**src/rtl/jk_cmd_driver_if.sv**
```systemverilog
// Command/bank interface for jk_cmd_driver.
// The mismatch status bus exists only when JK_CMD_DRIVER_STATUS_EN is defined.
interface jk_cmd_driver_if #(
  parameter int N = 8
);
  logic         cmd_valid;
  logic         cmd_ready;
  logic [1:0]   cmd_op;
  logic [N-1:0] cmd_mask;
  logic [N-1:0] q_fb;
  logic [N-1:0] j;
  logic [N-1:0] k;
  logic         busy;
  logic         done;
  logic         err;
`ifdef JK_CMD_DRIVER_STATUS_EN
  logic [N-1:0] mismatch;

  modport master (
    output cmd_valid, cmd_op, cmd_mask, q_fb,
    input  cmd_ready, j, k, busy, done, err, mismatch
  );

  modport slave (
    input  cmd_valid, cmd_op, cmd_mask, q_fb,
    output cmd_ready, j, k, busy, done, err, mismatch
  );
`else
  modport master (
    output cmd_valid, cmd_op, cmd_mask, q_fb,
    input  cmd_ready, j, k, busy, done, err
  );

  modport slave (
    input  cmd_valid, cmd_op, cmd_mask, q_fb,
    output cmd_ready, j, k, busy, done, err
  );
`endif
endinterface

```
**src/rtl/jk_cmd_driver.sv**
```systemverilog
// Sequencer that pulses J/K on a JK flip-flop bank and checks the q feedback.
// Optional mismatch status output: define JK_CMD_DRIVER_STATUS_EN.
module jk_cmd_driver #(
  parameter int N       = 8,
  parameter int TIMEOUT = 15
) (
  input logic            clk,
  input logic            rst,
  jk_cmd_driver_if.slave bus
);

  localparam int CNT_W = (TIMEOUT > 1) ? $clog2(TIMEOUT) : 1;
  localparam logic [CNT_W-1:0] CNT_LAST = CNT_W'(TIMEOUT - 1);

  typedef enum logic [1:0] {
    IDLE  = 2'd0,
    DRIVE = 2'd1,
    CHECK = 2'd2
  } state_t;

  state_t           state_r;
  state_t           state_next_s;
  logic [N-1:0]     exp_r;
  logic [N-1:0]     j_r;
  logic [N-1:0]     k_r;
  logic [CNT_W-1:0] cnt_r;
  logic             done_r;
  logic             err_r;
  logic             cmd_ready_s;
  logic             busy_s;
  logic             match_s;
  logic             last_s;

  // Expected bank value after the command, relative to the snapshot qs.
  function automatic logic [N-1:0] calc_exp(input logic [1:0]   op,
                                             input logic [N-1:0] mask,
                                             input logic [N-1:0] qs);
    logic [N-1:0] r;
    r = qs;
    for (int i = 0; i < N; i++) begin
      if (mask[i]) begin
        case (op)
          2'b00:   r[i] = qs[i];
          2'b01:   r[i] = 1'b0;
          2'b10:   r[i] = 1'b1;
          2'b11:   r[i] = ~qs[i];
          default: r[i] = qs[i];
        endcase
      end else begin
        r[i] = qs[i];
      end
    end
    return r;
  endfunction

  assign match_s = (bus.q_fb == exp_r);
  assign last_s  = (cnt_r == CNT_LAST);

  // FSM state register.
  always_ff @(posedge clk or negedge rst) begin
    if (!rst) begin
      state_r <= IDLE;
    end else begin
      state_r <= state_next_s;
    end
  end

  // FSM next-state logic.
  always_comb begin
    state_next_s = state_r;
    case (state_r)
      IDLE: begin
        if (bus.cmd_valid) begin
          state_next_s = DRIVE;
        end else begin
          state_next_s = IDLE;
        end
      end
      DRIVE: state_next_s = CHECK;
      CHECK: begin
        if (match_s || last_s) begin
          state_next_s = IDLE;
        end else begin
          state_next_s = CHECK;
        end
      end
      default: state_next_s = IDLE;
    endcase
  end

  // FSM outputs decoded from the state register.
  always_comb begin
    cmd_ready_s = 1'b0;
    busy_s      = 1'b0;
    case (state_r)
      IDLE:    cmd_ready_s = 1'b1;
      DRIVE:   busy_s      = 1'b1;
      CHECK:   busy_s      = 1'b1;
      default: cmd_ready_s = 1'b0;
    endcase
  end

  // Command capture, J/K pulse, CHECK counter and completion pulses.
  always_ff @(posedge clk or negedge rst) begin
    if (!rst) begin
      exp_r  <= {N{1'b0}};
      j_r    <= {N{1'b0}};
      k_r    <= {N{1'b0}};
      cnt_r  <= {CNT_W{1'b0}};
      done_r <= 1'b0;
      err_r  <= 1'b0;
    end else begin
      done_r <= 1'b0;
      err_r  <= 1'b0;
      case (state_r)
        IDLE: begin
          if (bus.cmd_valid) begin
            exp_r <= calc_exp(bus.cmd_op, bus.cmd_mask, bus.q_fb);
            j_r   <= bus.cmd_mask & {N{bus.cmd_op[1]}};
            k_r   <= bus.cmd_mask & {N{bus.cmd_op[0]}};
          end
        end
        DRIVE: begin
          j_r   <= {N{1'b0}};
          k_r   <= {N{1'b0}};
          cnt_r <= {CNT_W{1'b0}};
        end
        CHECK: begin
          if (match_s) begin
            done_r <= 1'b1;
          end else if (last_s) begin
            err_r <= 1'b1;
          end else begin
            cnt_r <= cnt_r + {{(CNT_W-1){1'b0}}, 1'b1};
          end
        end
        default: begin
          j_r <= {N{1'b0}};
          k_r <= {N{1'b0}};
        end
      endcase
    end
  end

`ifdef JK_CMD_DRIVER_STATUS_EN
  logic [N-1:0] mismatch_r;

  // Bits still wrong at timeout; cleared when the next command is taken.
  always_ff @(posedge clk or negedge rst) begin
    if (!rst) begin
      mismatch_r <= {N{1'b0}};
    end else if (state_r == IDLE && bus.cmd_valid) begin
      mismatch_r <= {N{1'b0}};
    end else if (state_r == CHECK && !match_s && last_s) begin
      mismatch_r <= bus.q_fb ^ exp_r;
    end
  end

  assign bus.mismatch = mismatch_r;
`endif

  assign bus.cmd_ready = cmd_ready_s;
  assign bus.busy      = busy_s;
  assign bus.j         = j_r;
  assign bus.k         = k_r;
  assign bus.done      = done_r;
  assign bus.err       = err_r;

endmodule
```
**src/flat_wrapper.sv**
```systemverilog
// flat-port wrapper written by rule: the top's interface ports become plain ports
module jk_cmd_driver_flat 
#(
  parameter int N       = 8,
  parameter int TIMEOUT = 15
)
  (clk, rst, bus_cmd_valid, bus_cmd_op, bus_cmd_mask, bus_q_fb, bus_cmd_ready, bus_j, bus_k, bus_busy, bus_done, bus_err);
  jk_cmd_driver_if #(.N(N)) bus_i ();
  input logic clk;
  input logic rst;
  input wire logic [$bits(bus_i.cmd_valid)-1:0] bus_cmd_valid;
  input wire logic [$bits(bus_i.cmd_op)-1:0] bus_cmd_op;
  input wire logic [$bits(bus_i.cmd_mask)-1:0] bus_cmd_mask;
  input wire logic [$bits(bus_i.q_fb)-1:0] bus_q_fb;
  output wire logic [$bits(bus_i.cmd_ready)-1:0] bus_cmd_ready;
  output wire logic [$bits(bus_i.j)-1:0] bus_j;
  output wire logic [$bits(bus_i.k)-1:0] bus_k;
  output wire logic [$bits(bus_i.busy)-1:0] bus_busy;
  output wire logic [$bits(bus_i.done)-1:0] bus_done;
  output wire logic [$bits(bus_i.err)-1:0] bus_err;
  assign bus_i.cmd_valid = bus_cmd_valid;
  assign bus_i.cmd_op = bus_cmd_op;
  assign bus_i.cmd_mask = bus_cmd_mask;
  assign bus_i.q_fb = bus_q_fb;
  assign bus_cmd_ready = bus_i.cmd_ready;
  assign bus_j = bus_i.j;
  assign bus_k = bus_i.k;
  assign bus_busy = bus_i.busy;
  assign bus_done = bus_i.done;
  assign bus_err = bus_i.err;
  jk_cmd_driver #(.N(N), .TIMEOUT(TIMEOUT)) u_core (.clk(clk), .rst(rst), .bus(bus_i));
endmodule
```
**config.mk**
```make
export PLATFORM = sky130hd
export DESIGN_NAME = jk_cmd_driver_flat
export DESIGN_NICKNAME = d
export VERILOG_FILES = /design/src/rtl/jk_cmd_driver_if.sv /design/src/rtl/jk_cmd_driver.sv /design/src/flat_wrapper.sv
export SDC_FILE = /design/constraint.sdc
export NUM_CORES = 1
export LEC_CHECK = 0
export CORE_AREA = 8 8 72 68
export DETAILED_ROUTE_END_ITERATION = 8
export DIE_AREA = 0 0 80 76
export HOLD_SLACK_MARGIN = 0.02
export PLACE_DENSITY = 0.76
export SLEW_MARGIN = 30
export SYNTH_ARGS = -nofsm -noshare
export SYNTH_HDL_FRONTEND = slang
export SYNTH_SLANG_ARGS = --single-unit
export TNS_END_PERCENT = 5
```
**constraint.sdc**
```tcl
create_clock -name clk -period 1.5 [get_ports clk]
set_input_delay 0.3 -clock clk [delete_from_list [all_inputs] [get_ports clk]]
set_output_delay 0.3 -clock clk [all_outputs]
set_load 0.03 [all_outputs]
```
==> qor.json <==
{
  "status": "complete, but fails checks",
  "violations": "setup timing",
  "placedInstanceArea_um2": 2060,
  "grt.overflow.total": 0,
  "detailedRoute.firstIterationViolations": 70,
  "fp.coreArea_um2": 3800,
  "crit_chain": "inv_1 -> ha_4 -> buf_6",
  "htree_num_levels": 2,
  "worst_pin_slew_ns": 0.406,
  "io_pins": 41,
  "start_util_pct": 39.5,
  "cts_tree": "done",
  "n_fill_cell": 323,
  "worst-endpoint-arrival_ns": 1.20,
  "p_total_mw": 3.89,
  "tritoncts.num_buffers": 5,
  "syn-cell-area_um2": 1500,
  "routed_via_density": 5.44,
  "place.detailed.hpwl_mm": 2.91,
  "rr_worst_depth": 5,
  "fin_crit_ns": 1.50,
  "insertedDiodeCount": 0,
  "synth_ff_type": "dfrtp_1",
  "global_route.usage.total_pct": 13.0,
  "die-area_um2": 6080,
  "vias_post_dr": 1268,
  "final_design_area_no_fill_um2": 2190,
  "final_min_period_over_clock_period_pct": 100,
  "report.final.slew_viol_count": 0,
  "portBuffers": 40,
  "postSynthRegisterBits": 32,
  "finalSetupViolations": 1,
  "end_kind": "output pin",
  "post_cts_buffers": 0,
  "finalWorstSetupSlack_ns": -0.000138,
  "pwr-share-seq_pct": 33.2,
  "grt_first_pass_wirelength_mm": 6.21,
  "post_route_cells_drive_above_1_share_pct": 21.1,
  "power.share.clock_pct": 20.6,
  "static-leakage-power_nw": 1.11,
  "power.ir.vdd_worst_uv": 725,
  "setup.worst_path.start_class": "register",
  "worst_slew_margin_rel_pct": 72.8,
  "avgRoutedWirePerCell_um": 16.4,
  "synth.area.top_cells": "dfrtp_1 53%, a22o_1 9.3%, a311oi_1 4.7%",
  "area_growth_pct": 46.0,
  "dieHeight_um": 76,
  "holdCritPathClass": "input port to asynchronous set/reset pin",
  "synth_top_area_share_pct": 53.3,
  "final_cell_mix": "32 x dfrtp_1, 25 x dlygate4sd2_1, 17 x buf_4",
  "skew_ns": 0.00610,
  "post_synthesis_sequential_area_ratio_pct": 53.3,
  "yosys_warnings": 0,
  "holdBufCountCts": 0,
  "tritoncts_num_sinks": 32,
  "critical_path.slowest_cell": "dfrtp_1",
  "p_per_area_nw_per_um2": 1770,
  "netSwitchingFraction_pct": 38.1,
  "final_nets": 210,
  "wl_mm": 3.82,
  "power_switching_mw": 1.48,
  "place_worst_setup_slack_ns": -0.498,
  "ctsRootBufferMaster": "clkbuf_8",
  "final_common_cell": "dfrtp_1",
  "drv_cap": 0,
  "worstReg2RegStart": "u_core.exp_r[3]",
  "worst-setup-path-type": "register to output pin",
  "crit-reg2reg-capture": "u_core.cnt_r[0]",
  "finalWeightedCongestion": 0.940,
  "route.antenna.remaining_nets": 0,
  "timing.critical_path.fanout_max": 6,
  "worst_ep_required_time_ns": 1.20,
  "setup.reg_to_reg.worst_slack_ns": 0.02,
  "cts.reportedPaths.clkPinSlew_ns": 0.07,
  "antenna_found_initial": 0,
  "synth-edff-count": 0,
  "yosysTopAreaCell": "dfrtp_1",
  "grt_setup_unrepaired": "true",
  "report.final.hold_viol_count": 0,
  "syn_avg_cell_area_um2": 11.8,
  "clkLatencyLatePin_ns": 0.28,
  "timing.fmax_mhz": 667,
  "drt_drc_violations_left": 0,
  "clock_path_buffers": 2,
  "critical-path-top-delay-family": "flip-flops",
  "synthesis.nets": 153,
  "timing.critical_path.slowest_cell_delay_ns": 0.39,
  "worst-path-buf-inv": 2,
  "grt_pass1_vias": 1236,
  "rows": 22,
  "synth.distinct_cells": 29,
  "netlist_instances": 127,
  "share_comb_of_total_power_pct": 46.2,
  "die_x_um": 80,
  "grt_start_max_net_pins": 33,
  "p_int_mw": 2.41,
  "synth_async_sr_flop_share_pct": 100,
  "drt_pre_antenna_iters": 4
}
==> state kept, by name, summed over array words and instances (netlist names) <==
register         cells
u_core.bus.done      1
u_core.bus.err       1
u_core.bus.k         8
u_core.cnt_r         4
u_core.exp_r         8
u_core.state_r       2
u_core.bus.j         8
==> through the flow <==
step	cells	util [%]	hold WS [ns]	setup TNS, ns
global route	233	57.7	0.443	-0.209
global placement	225	54.3	0.480	-4.75
CTS	233	56.9	0.426	-0.0882
finish	233	57.7	0.421	-0.000138
floorplan	127	-	0.00441	-0.167
detailed placement	225	54.3	0.487	-5.87
==> final cells by class <==
cell class,instances,area [um^2],area share [%]
clock buffers,6,72.6,3.31
clock inverters,2,35.0,1.60
inverters,6,22.5,1.03
multi-input cells,83,711,32.4
flip-flops and latches,32,801,36.5
well taps,48,60.1,2.74
repair buffers,56,490,22.4
==> metal layers <==
layer,GRT usage (%),routed length (um)
met3,4.13,201
met5,0,0
met2,20.3,1950
met1,15.9,1610
met4,5.45,59
==> cells by family after synthesis <==
kind of cell / synth area share, %
fa+ha+maj: 4.17
simple gates: 7.50
flops: 53.3
mux: 0.667
buf+inv: 3.67
compound gates: 26.0
xor+xnor: 4.67
==> cell usage after synthesis (all sizes together), types with 2 or more instances <==
library cell  instances
buf                   3
a21o                  8
inv                   6
a31oi                 2
xnor2                 8
nand4                 2
a21oi                10
clkbuf                3
dfrtp                32
nand3                 3
nor2                  6
o21ai                 2
a41o                  2
a311oi                8
ha                    5
a22o                 16
nor3b                 2
nand2                 2
==> how the worst max path moves through the flow <==
stage	startpoint	end	cells after the start
after floorplan	u_core.state_r[0]	u_core.bus.j[3]	7
after global placement	bus_q_fb[2]	u_core.cnt_r[0]	6
after detailed placement	bus_q_fb[4]	u_core.cnt_r[0]	6
after CTS	bus_q_fb[0]	u_core.cnt_r[0]	6
after global routing	u_core.exp_r[2]	u_core.cnt_r[0]	5
final	u_core.state_r[1]	bus_busy	3
==> power by group through the flow <==
stage	Combinational, mW	Sequential, mW	Clock, mW
4_1_cts	1.75	1.29	0.820
3_5_place_dp	1.76	1.30	0
5_1_grt	1.94	1.32	0.857
3_3_place_gp	1.72	1.29	0
2_1_floorplan	0.948	1.49	0
6_report	1.80	1.29	0.803
==> what timing repair did <==
action | 4_1_cts | 5_1_grt
resized for setup | 31 | 4
hold endpoints to repair | 0 | 0
pin swaps | 4 | 6
endpoints found under the setup margin | 41 | 5
Note: power is estimated with default switching activity, not from simulation.
